$ cat config.mk
export PLATFORM = sky130hd
export DESIGN_NAME = sd_block_reader
export DESIGN_NICKNAME = d
export VERILOG_FILES = /design/src/rtl/sd_block_reader.sv
export SDC_FILE = /design/constraint.sdc
export NUM_CORES = 1
export LEC_CHECK = 0
export BUFFER_PORTS_ARGS = -buffer_cell sky130_fd_sc_hd__buf_2
export CAP_MARGIN = 20
export CORE_UTILIZATION = 55
export DETAILED_ROUTE_END_ITERATION = 6
export PLACE_DENSITY = 0.84
export REMOVE_ABC_BUFFERS = 1
export SETUP_SLACK_MARGIN = 0.02
export SLEW_MARGIN = 20
export SYNTH_ARGS = -nofsm -noshare
export SYNTH_HDL_FRONTEND = slang
export SYNTH_SLANG_ARGS = --single-unit
$ cat constraint.sdc
create_clock -name clk -period 5.4 [get_ports clk]
set_clock_uncertainty 0.2 [all_clocks]
set_input_delay 1.08 -clock clk [delete_from_list [all_inputs] [get_ports clk]]
set_output_delay 1.08 -clock clk [all_outputs]
set_load 0.02 [all_outputs]
$ cat src/rtl/sd_block_reader.sv
// sd_block_reader
//   Multi-block SD read sequencer. Drives the SD helper's setAddr/addr/ren
//   strobes one sector at a time and captures the returned words into an
//   output FIFO that is drained over a valid/ready handshake. A read strobe is
//   only issued when the FIFO is guaranteed to have room for the word.
//
//   Optional feature macro: SD_READER_CSUM_EN adds a running XOR checksum
//   output (csum) over every word captured for the current request.
//
// Ports
//   clk, rst_n                     clock, asynchronous active-low reset
//   req_valid/req_ready            request handshake (ready only when idle)
//   req_sector, req_nblocks        first sector and sector count (0 legal)
//   sd_setAddr, sd_addr, sd_ren    helper controls (all registered)
//   sd_data                        helper data, sampled at the end of a ren cycle
//   out_valid/out_ready            output stream handshake
//   out_data, out_last             FIFO head word, last-word-of-sector flag
//   busy, done                     not-idle flag, one-cycle completion pulse
//   csum                           (SD_READER_CSUM_EN only) XOR of captured words
//
// state | meaning
// ------+--------------------------------------------------------------
// IDLE  | waiting for a request, req_ready high
// SETA  | setAddr pulse with the current sector number
// GAP   | one idle cycle between setAddr and the first ren
// READ  | issue ren whenever the FIFO has room, count captured words
// DRAIN | all words captured, waiting for the FIFO to empty
// DONE  | request finished; done pulses in the following cycle

module sd_block_reader #(
  parameter int WORDS_PER_BLK = 128,
  parameter int FIFO_DEPTH    = 16,
  parameter int NBLK_W        = 8
) (
  input  logic              clk,
  input  logic              rst_n,
  input  logic              req_valid,
  output logic              req_ready,
  input  logic [31:0]       req_sector,
  input  logic [NBLK_W-1:0] req_nblocks,
  output logic              sd_setAddr,
  output logic [31:0]       sd_addr,
  output logic              sd_ren,
  input  logic [31:0]       sd_data,
  output logic              out_valid,
  input  logic              out_ready,
  output logic [31:0]       out_data,
  output logic              out_last,
  output logic              busy,
  output logic              done
`ifdef SD_READER_CSUM_EN
  ,
  output logic [31:0]       csum
`endif
);

  localparam int CW  = $clog2(FIFO_DEPTH + 1);
  localparam int PW  = $clog2(FIFO_DEPTH);
  localparam int WCW = $clog2(WORDS_PER_BLK + 1);

  typedef enum logic [2:0] {
    S_IDLE, S_SETA, S_GAP, S_READ, S_DRAIN, S_DONE
  } state_e;

  state_e            state_q, state_d;
  logic [31:0]       sector_q, sector_d;
  logic [NBLK_W-1:0] nblk_q, nblk_d;
  logic [NBLK_W-1:0] blk_q, blk_d;
  logic [WCW-1:0]    wcnt_q, wcnt_d;   // words captured in this sector
  logic [WCW-1:0]    rcnt_q, rcnt_d;   // ren strobes issued in this sector
  logic              setaddr_q, setaddr_d;
  logic [31:0]       addr_q, addr_d;
  logic              ren_q, ren_d;
  logic              req_ready_q, req_ready_d;
  logic              busy_q, busy_d;
  logic              done_q, done_d;
  logic [31:0]       csum_q, csum_d;

  // Output FIFO: a registered head word plus a circular buffer behind it.
  // cnt_q counts the head plus buffered words, so it never exceeds FIFO_DEPTH.
  logic [32:0]       mem [FIFO_DEPTH];
  logic [CW-1:0]     cnt_q, cnt_d;
  logic [PW-1:0]     rd_q, rd_d, wr_q, wr_d;
  logic              head_v_q, head_v_d;
  logic [31:0]       head_data_q, head_data_d;
  logic              head_last_q, head_last_d;

  logic              push, pop, push_last, head_free, mem_we;
  logic [CW-1:0]     buf_cnt, occ_next;

  assign push_last = (wcnt_q == WCW'(WORDS_PER_BLK - 1));

  always_comb begin
    push        = ren_q;
    pop         = head_v_q && out_ready;
    head_free   = !head_v_q || pop;
    buf_cnt     = cnt_q - CW'(head_v_q);
    occ_next    = cnt_q + CW'(push) - CW'(pop);
    head_v_d    = head_v_q;
    head_data_d = head_data_q;
    head_last_d = head_last_q;
    rd_d        = rd_q;
    wr_d        = wr_q;
    mem_we      = 1'b0;
    if (head_free) begin
      if (buf_cnt != '0) begin
        head_v_d                   = 1'b1;
        {head_last_d, head_data_d} = mem[rd_q];
        rd_d                       = rd_q + 1'b1;
      end else if (push) begin
        head_v_d    = 1'b1;
        head_data_d = sd_data;
        head_last_d = push_last;
      end else begin
        head_v_d    = 1'b0;
      end
    end
    // A pushed word bypasses the buffer only when the head is free and
    // nothing older is waiting.
    if (push && !(head_free && buf_cnt == '0)) begin
      mem_we = 1'b1;
      wr_d   = wr_q + 1'b1;
    end
    cnt_d = occ_next;
  end

  always_comb begin
    state_d   = state_q;
    sector_d  = sector_q;
    nblk_d    = nblk_q;
    blk_d     = blk_q;
    wcnt_d    = wcnt_q;
    rcnt_d    = rcnt_q;
    setaddr_d = 1'b0;
    addr_d    = addr_q;
    ren_d     = 1'b0;
    done_d    = (state_q == S_DONE);
    csum_d    = csum_q;
    if (push) csum_d = csum_q ^ sd_data;
    case (state_q)
      S_IDLE: begin
        if (req_valid && req_ready_q) begin
          sector_d = req_sector;
          nblk_d   = req_nblocks;
          blk_d    = '0;
          csum_d   = '0;
          if (req_nblocks == '0) begin
            state_d = S_DONE;
          end else begin
            state_d   = S_SETA;
            setaddr_d = 1'b1;
            addr_d    = req_sector;
            wcnt_d    = '0;
            rcnt_d    = '0;
          end
        end
      end
      S_SETA: state_d = S_GAP;
      S_GAP: begin
        state_d = S_READ;
        if (occ_next < CW'(FIFO_DEPTH)) begin
          ren_d  = 1'b1;
          rcnt_d = rcnt_q + 1'b1;
        end
      end
      S_READ: begin
        if (push) wcnt_d = wcnt_q + 1'b1;
        if (push && push_last) begin
          blk_d = blk_q + 1'b1;
          if (({1'b0, blk_q} + 1'b1) < {1'b0, nblk_q}) begin
            state_d   = S_SETA;
            setaddr_d = 1'b1;
            addr_d    = sector_q + 32'(blk_q) + 32'd1;
            wcnt_d    = '0;
            rcnt_d    = '0;
          end else begin
            state_d = S_DRAIN;
          end
        end else if (rcnt_q < WCW'(WORDS_PER_BLK) && occ_next < CW'(FIFO_DEPTH)) begin
          // Room is judged on the occupancy after this edge, without counting
          // on a pop in the ren cycle itself.
          ren_d  = 1'b1;
          rcnt_d = rcnt_q + 1'b1;
        end
      end
      S_DRAIN: if (occ_next == '0) state_d = S_DONE;
      S_DONE:  state_d = S_IDLE;
      default: state_d = S_IDLE;
    endcase
    req_ready_d = (state_d == S_IDLE);
    busy_d      = (state_d != S_IDLE);
  end

  always_ff @(posedge clk or negedge rst_n) begin
    if (!rst_n) begin
      state_q     <= S_IDLE;
      sector_q    <= '0;
      nblk_q      <= '0;
      blk_q       <= '0;
      wcnt_q      <= '0;
      rcnt_q      <= '0;
      setaddr_q   <= 1'b0;
      addr_q      <= '0;
      ren_q       <= 1'b0;
      req_ready_q <= 1'b1;
      busy_q      <= 1'b0;
      done_q      <= 1'b0;
      csum_q      <= '0;
      cnt_q       <= '0;
      rd_q        <= '0;
      wr_q        <= '0;
      head_v_q    <= 1'b0;
      head_data_q <= '0;
      head_last_q <= 1'b0;
    end else begin
      state_q     <= state_d;
      sector_q    <= sector_d;
      nblk_q      <= nblk_d;
      blk_q       <= blk_d;
      wcnt_q      <= wcnt_d;
      rcnt_q      <= rcnt_d;
      setaddr_q   <= setaddr_d;
      addr_q      <= addr_d;
      ren_q       <= ren_d;
      req_ready_q <= req_ready_d;
      busy_q      <= busy_d;
      done_q      <= done_d;
      csum_q      <= csum_d;
      cnt_q       <= cnt_d;
      rd_q        <= rd_d;
      wr_q        <= wr_d;
      head_v_q    <= head_v_d;
      head_data_q <= head_data_d;
      head_last_q <= head_last_d;
    end
  end

  always_ff @(posedge clk) begin
    if (mem_we) mem[wr_q] <= {push_last, sd_data};
  end

  assign req_ready  = req_ready_q;
  assign sd_setAddr = setaddr_q;
  assign sd_addr    = addr_q;
  assign sd_ren     = ren_q;
  assign out_valid  = head_v_q;
  assign out_data   = head_data_q;
  assign out_last   = head_last_q;
  assign busy       = busy_q;
  assign done       = done_q;

`ifdef SD_READER_CSUM_EN
  assign csum = csum_q;
`else
  logic unused_csum;
  assign unused_csum = ^csum_q;
`endif

endmodule

== Word-level counts from Yosys, hierarchy flattened ==
Memory sizes are Yosys's and may differ from the RTL's.
Index checks and enable logic that the tools add are counted.
Storage, ports and cells
  flip-flop bits (word level): 151
  bits in writable memories: 528
  input port bits: 76
  output and inout bits: 71
  word-level logic and storage cells: 115
  memories kept: 1
Memory list
  mem: words 16, bits a word 33, read ports 1, clocked after Yosys merged registers in 0, wr ports 1, line 81  | logic [32:0] mem [FIFO_DEPTH];
Cells by class
  $add $sub $neg: 11
  $lt $le $gt $ge: 3
  equal/unequal tests: 13
  mux-type cells: 43
  reduce and logical (&&, ||, !) cells: 26
Operators by type and width (number)
  2-to-1 mux 32 bit: 6
  2-to-1 mux 8 bit: 11
  case mux 32 bit (2 select lines): 1
  adder 32 x 1 -> 32 bit (second input constant): 1
  adder 32 x 8 -> 32 bit: 1
  case mux 8 bit (2 select lines): 2
  adder 8 x 1 -> 8 bit (second input constant): 3
  case mux 8 bit (3 select lines): 1
  2-to-1 mux 3 bit: 5
  case mux 3 bit (5 select lines): 1
  2-to-1 mux 1 bit: 14
  logical NOT 5 bit: 2
  inequality test 2 bit (second input constant): 5
  subtractor 5 x 1 -> 5 bit: 2
  adder 8 x 1 -> 9 bit (second input constant): 1
  < comparator 9 x 8 -> 1 bit: 1
  adder 4 x 1 -> 4 bit (second input constant): 2
  equality test 8 x 7 -> 1 bit (second input constant): 1
  logical NOT 8 bit: 1
  < comparator 8 bit (second input constant): 1
  equality test 3 x 2 -> 1 bit (second input constant): 2
  equality test 3 bit (second input constant): 2
  logical AND 1 bit: 6
  logical NOT 3 bit: 2
  other kinds (14): 22

== Longest topological paths before layout ==
Gate-level depths: netlist of run 1.
  depth after elaboration: 8
  mapped depth: 13
  depth with buffers taken out: 13

== Least setup slack after synthesis of run 1 ==
Ideal clock, no wire load.
  path kind: in2reg
  from: input port out_ready
  to: memory mem[3][0] (enable)
  arrival: 4.161 ns
  data required time: 4.736 ns
  slack: 0.575 ns
  stages: 5
  path buffers: 1
  cells stage by stage: nand2b_1 -> buf_1 -> a21boi_2 -> nand2_1 -> nor3_1
Between the ends
  longest elaborated chain between the ends: 8
Ends and longest elaborated chain
  start: declaration: line 46  | input logic out_ready,
  logical AND 1 bit: line 95  | pop = head_v_q && out_ready;
  logical OR 1 bit: line 96  | head_free = !head_v_q || pop;
  logical AND 1 bit: line 120  | if (push && !(head_free && buf_cnt == '0)) begin
  logical NOT 1 bit: line 120
  logical AND 1 bit: line 120
  2-to-1 mux 1 bit: line 120
  2-to-1 mux 1 bit: line 239  | if (mem_we) mem[wr_q] <= {push_last, sd_data};
  2-to-1 mux 1 bit (not written as such): line 239
  end: declaration: line 81
Every way passes these cells.

== Worst setup path in the final report of run 1 ==
  from: register cnt_q[2]
  to: memory mem[10][17] (enable)
Between the ends
  longest elaborated chain between the ends: 8
Ends and longest elaborated chain
  start: declaration: line 82  | logic [CW-1:0] cnt_q, cnt_d;
  start signal: assignment: line 229  | cnt_q <= cnt_d;
  subtractor 5 x 1 -> 5 bit: line 97  | buf_cnt = cnt_q - CW'(head_v_q);
  logical NOT 5 bit: line 120
  logical AND 1 bit: line 120
  logical NOT 1 bit: line 120
  logical AND 1 bit: line 120
  2-to-1 mux 1 bit: line 120
  2-to-1 mux 1 bit: line 239
  2-to-1 mux 1 bit (not written as such): line 239
Every way passes these cells.

==> out/results.ini, run 1 <==
[status]
outcome=completed

[layout]
layout_common_cells=edfxtp_1 (528), nand2_1 (205), mux4_2 (165)
final_util_pct=64.3
seq_area_sq_um=19600
fin_nets=1896
stdcell_count=2505
syn2layout_area_growth_pct=14.6
final_common_cell=edfxtp_1
drive_gt1_share_pct=26.5
multi_input_area_sq_um=7680
nFillCells=3252

[sta]
slew_violations=0
max_freq_mhz=268
fin_crit_ps=3730
hold_violations=0
slew_headroom_pct=23.1
worst_pin_slew_ps=1150
tns_ps=0
period_share_pct=69.1
rsz0062_at_grt=no
setup_viol=0

[detailed_routing]
drc=0
routed_wl_mm=65.1
route.vias.total=15500
drtPass1Iterations=6
drtIter0Drc=1975
viasPerCell=6.21
drtAntennaViolNets=0
wl_per_cell_um=26.0

[setup_path]
required_ps=5470
crit_top_cell=nor2_4
timing.reg2reg.worst_path_depth=9
worstPathArrival_ps=3810
max_stage_delay_ps=700
end_kind=register
crit_slowest_cell=nor2_4
worstPathMaxFanout=20
cp_cell_sequence=inv_1 -> ha_1 -> xnor2_1 -> a41oi_1 -> nor2_4 -> a21boi_2 -> nand2_1 -> nor2_4 -> buf_4
cp-start-kind=register
worstSetupPathType=reg -> reg

[clocking]
cts_buffers=67
clkSinkCount=679
cts_htree_levels=3
root_buffer=clkbuf_16
cts_tree=built
post_cts_buffers=0
clk_pin_slew_ps=60
clock_path_buffers=3
cts_resized=0
insertion_delay_ps=610
cts_hold_buf=0

[yosys]
synth_top_flop_cell=edfxtp_1
ys_ff_latch=679
synth_top_area_share_pct=57.2
ys_types=60
synth-edff-count=528
synth.area.top_cells=edfxtp_1 (57%), dfrtp_1 (14%), mux4_2 (13%)
synth_area_leader_cell=edfxtp_1
ys_seq_area_share_pct=70.9
netlist_area_sq_um=27700
syn_inst=1610
syn_avg_cell_area_sq_um=17.2
ys_warn_count=0
postSynth.asyncResetShare_pct=22.2

[floorplanning]
die_h_um=226
coreArea_sq_um=49400
start_util_pct=56.1
die_w_um=226
row_count=81
dieArea_sq_um=51300
num_io_pins=147

[global_route]
grt_overflow=0
grt_max_degree=111
grt_pass1_wl_mm=97.6
antenna_found_initial=2
gr-usage-all-layers_pct=26.2
grt_pass1_vias=15900

[place]
dp.final_hpwl_mm=37.4
place.gp.congestion=0.853
post-place-cells=2378
io_buffer_count=146

[power]
powerDensity_nw_per_um2=515
ir_worst_vdd_mv=0.402
p_leak_nw=11.3

[worst_hold_path]
hp-class=in -> async

[flow_run]
drv_cap=0

## area by class of cell
type / instances / share of cell area, %
sequential: 679 / 61.9
multi-input combinational: 820 / 24.2
clock buffer: 91 / 5.99
timing repair buffer: 186 / 4.05
tap: 664 / 2.62
clock inverter: 31 / 0.879
inverter: 33 / 0.390
antenna: 1 / 0.00788
## per-layer routing
layer  vias up  share of wire, %  GRT usage (%)
li1       6593                 -              -
met5         -             0.040              0
met2       856                51           43.8
met1      7958                38           34.1
met4         4               3.2           9.20
met3       134               8.3           5.48
## per-stage QoR
stage               total power [mW]  setup WS [ps]  hold WS, ps  instance area, sq um
CTS                             16.4           1650          221                 31600
detailed placement              11.7           1450          271                 29500
global placement                11.4           1510          262                 29300
global route                    17.0           1450          240                 31700
floorplan                       10.5          -1420          246                 27300
finish                          16.3           1670          232                 31800
## where the power goes
part / internal, mW / total, mW / leakage (nW) / switching (mW)
clock: 2.64 / 4.63 / 1.06 / 2.00
sequential: 6.45 / 7.12 / 6.59 / 0.678
combinational: 2.19 / 4.59 / 3.63 / 2.40
## critical path, delay by kind of cell, from the launching register on
kind | cells | cell delay (ps)
AO/OA/AOI/OAI | 2 | 780
XOR/XNOR | 1 | 130
adder cells (fa/ha/maj) | 1 | 210
buffers and inverters | 2 | 520
flip-flops | 1 | 420
AND/OR/NAND/NOR | 3 | 1150
## flip-flops by register name, indices dropped and copies added (netlist names), 5 cells and up
signal	count
nblk_q	8
sector_q	32
mem	528
out_data	32
rcnt_q	8
blk_q	8
wcnt_q	8
cnt_q	5
sd_addr	32
## cells by family after synthesis
family | Yosys count | share of synthesized area (%)
DFF | 679 | 70.9
and+or+nand+nor | 388 | 6.23
muxes | 195 | 14.5
AOI/OAI and AO/OA | 152 | 3.34
buffers and inverters | 111 | 1.84
xor gates and xnor gates | 52 | 1.64
adders and majority gates | 33 | 1.54
## worst paths after layout
path | from | endpoint | slack (ps)
worst max register to register | cnt_q[2] | mem[10][17] | 1670
max in group asynchronous | rst_n | sd_addr[13] | 3780
worst min register to register | out_data[6] | out_data[6] | 280
worst max-delay path | cnt_q[2] | mem[10][17] | 1670
worst min-delay path | rst_n | state_q[0] | 230
min in group clk | out_data[6] | out_data[6] | 280
## Yosys cell counts (4+ instances only)
cell and instances:
nor4_1 6, o211ai_1 19, buf_6 8, o21a_1 6, nand2b_1 7, nand3_1 47
clkbuf_1 38, a31oi_1 5, buf_2 24, ha_1 31, nand4_1 13, a21oi_1 29
xor2_1 25, and2_1 5, nor2b_1 4, mux4_2 165, xnor2_1 27, inv_1 32
nand2_1 205, dfrtp_1 150, and3_1 16, buf_1 7, o21ai_1 39, mux2i_1 28
nor3_1 8, nor2_1 64, o21ai_0 24, o22ai_1 9, edfxtp_1 528
Note: power is estimated with default switching activity, not from simulation.
==> run 2, diff against run 1 <==
Clock period 5.4 ns to 3.5 ns, I/O delays scaled along.
==> run 2 against run 1 <==
Combinational power rose by 63%. Final cell count is 1.2% higher. First-iteration DRC count down 16%. Via count is 1.2% higher. Power up 57%. Critical path depth fell by 1. Setup slack lost 1400 ps. Fmax rose by 14%. Core utilization rose by 0.62 points. Wire length up 0.15%. Critical path type unchanged.
==> out/results.ini, run 2 (synthesis results as in run 1) <==
[status]
outcome=completed

[sta]
slew_violations=0
hold_violations=0
rsz0062_at_grt=no
setup_viol=0
tns_ps=0
fin_crit_ps=3270
worst_pin_slew_ps=812
period_share_pct=93.5
max_freq_mhz=306
slew_headroom_pct=45.8
hold_slack_ps=96.8

[layout]
fin_area_sq_um=32100
syn2layout_area_growth_pct=15.7
multi_input_area_sq_um=7680
fin_nets=1919
largest-register=mem
layout_common_cells=edfxtp_1 (528), nand2_1 (205), mux4_2 (165)
nFillCells=3190
final_common_cell=edfxtp_1
seq_area_sq_um=19600
largest_reg_flops=528
drive_gt1_share_pct=26.8
final_util_pct=65.0

[global_route]
grt_pass1_vias=16000
grt_pass1_wl_mm=97.5
grt_overflow=0
gr-usage-all-layers_pct=26.2
grt_max_degree=70
antenna_found_initial=7

[floorplanning]
start_util_pct=56.1
die_h_um=226
coreArea_sq_um=49400
row_count=81
num_io_pins=147
die_w_um=226
dieArea_sq_um=51300

[power]
swShare_pct=31.3
powerDensity_nw_per_um2=799
p_int_mw=17.6
p_leak_nw=11.4
seqPwrFrac_pct=42.4
pwr-share-comb_pct=29.2
pwr-share-clk_pct=28.3
p_sw_mw=8.01
ir_worst_vdd_mv=0.724

[clocking]
clk_pin_slew_ps=60
cts_tree=built
cts_resized=0
cts_htree_levels=3
clock_path_buffers=3
root_buffer=clkbuf_16
cts_buffers=69
clkSinkCount=679
insertion_delay_ps=640

[worst_hold_path]
hold_end=nblk_q[3]
hp-class=in -> reg
holdPathStages=3
hold_start=req_nblocks[3]

[place]
dp.final_hpwl_mm=38.3
io_buffer_count=146
placed_cell_area_sq_um=29800
place.gp.congestion=0.840

[detailed_routing]
wl_per_cell_um=25.7
drc=0
drtAntennaViolNets=0
viasPerCell=6.21
drtPass1Iterations=6
route.vias.total=15700
drtIter0Drc=1650
routed_wl_mm=65.2

[setup_path]
worstPathMaxFanout=35
reg2reg_slack_ps=230
worstSetupPathType=reg -> reg
timing.reg2reg.worst_path_depth=8
worstReg2RegEnd=out_data[24]
end_kind=register
cp-start-kind=register
worstPathArrival_ps=3590
required_ps=3810
regToRegStartpoint=out_valid

[flow_run]
drv_cap=0

[run 2: worst max-delay path by stage]
stage               from           end  slack, ps  depth (start not counted)
2_1_floorplan    rd_q[0]  out_data[30]      -3320                          4
3_3_place_gp   out_ready          busy        120                         14
3_5_place_dp   out_ready          busy         60                         14
4_1_cts         cnt_q[2]    mem[0][32]        320                         10
5_1_grt        out_valid  out_data[25]        120                          8
6_report       out_valid  out_data[24]        230                          8
[run 2: layout make-up]
| type | count | area share (%) |
|---|---|---|
| tap | 664 | 2.59 |
| clock inverter | 28 | 1.11 |
| sequential | 679 | 61.3 |
| timing repair buffer | 207 | 4.83 |
| clock buffer | 100 | 5.81 |
| antenna | 4 | 0.0312 |
| multi-input combinational | 820 | 24.0 |
| inverter | 33 | 0.386 |
[run 2: what timing repair did]
item,CTS,global route
endpoints found under the hold margin,66,0
setup buffers,0,0
hold buffers,1,0
setup endpoints to repair,0,0
[run 2: metrics by stage]
step / total power, mW / std cells / setup WS, ps
final: 25.6 / 2535 / 228
after global placement: 18.0 / 2402 / 122
after floorplan: 15.6 / 1532 / -3320
after global routing: 26.6 / 2534 / 116
after CTS: 25.8 / 2531 / 323
after detailed placement: 18.4 / 2402 / 60.7
[run 2: power groups by stage]
stage / Clock, mW / Combinational [mW] / Sequential, mW
finish: 7.26 / 7.49 / 10.9
global route: 7.63 / 7.96 / 11.0
CTS: 7.33 / 7.54 / 10.9
detailed placement: 0 / 7.40 / 11.0
global placement: 0 / 7.14 / 10.9
floorplan: 0 / 4.27 / 11.4
[run 2: per-layer routing]
layer  global-route usage (%)  vias up  routed length [um]
met5                        0        -                  40
met4                     10.7        6                2240
met3                     5.65      167                5590
met2                     44.5      888               33400
met1                     32.9     8022               24000
li1                         -     6655                   -
[run 2: critical path, stage by stage, from the launching register on]
cell	delay, ps
dfrtp_1	420
ha_1	250
nor4_1	380
a41oi_1	190
nor2_4	190
buf_4	620
nand2_1	440
o22ai_1	330
a21oi_1	110
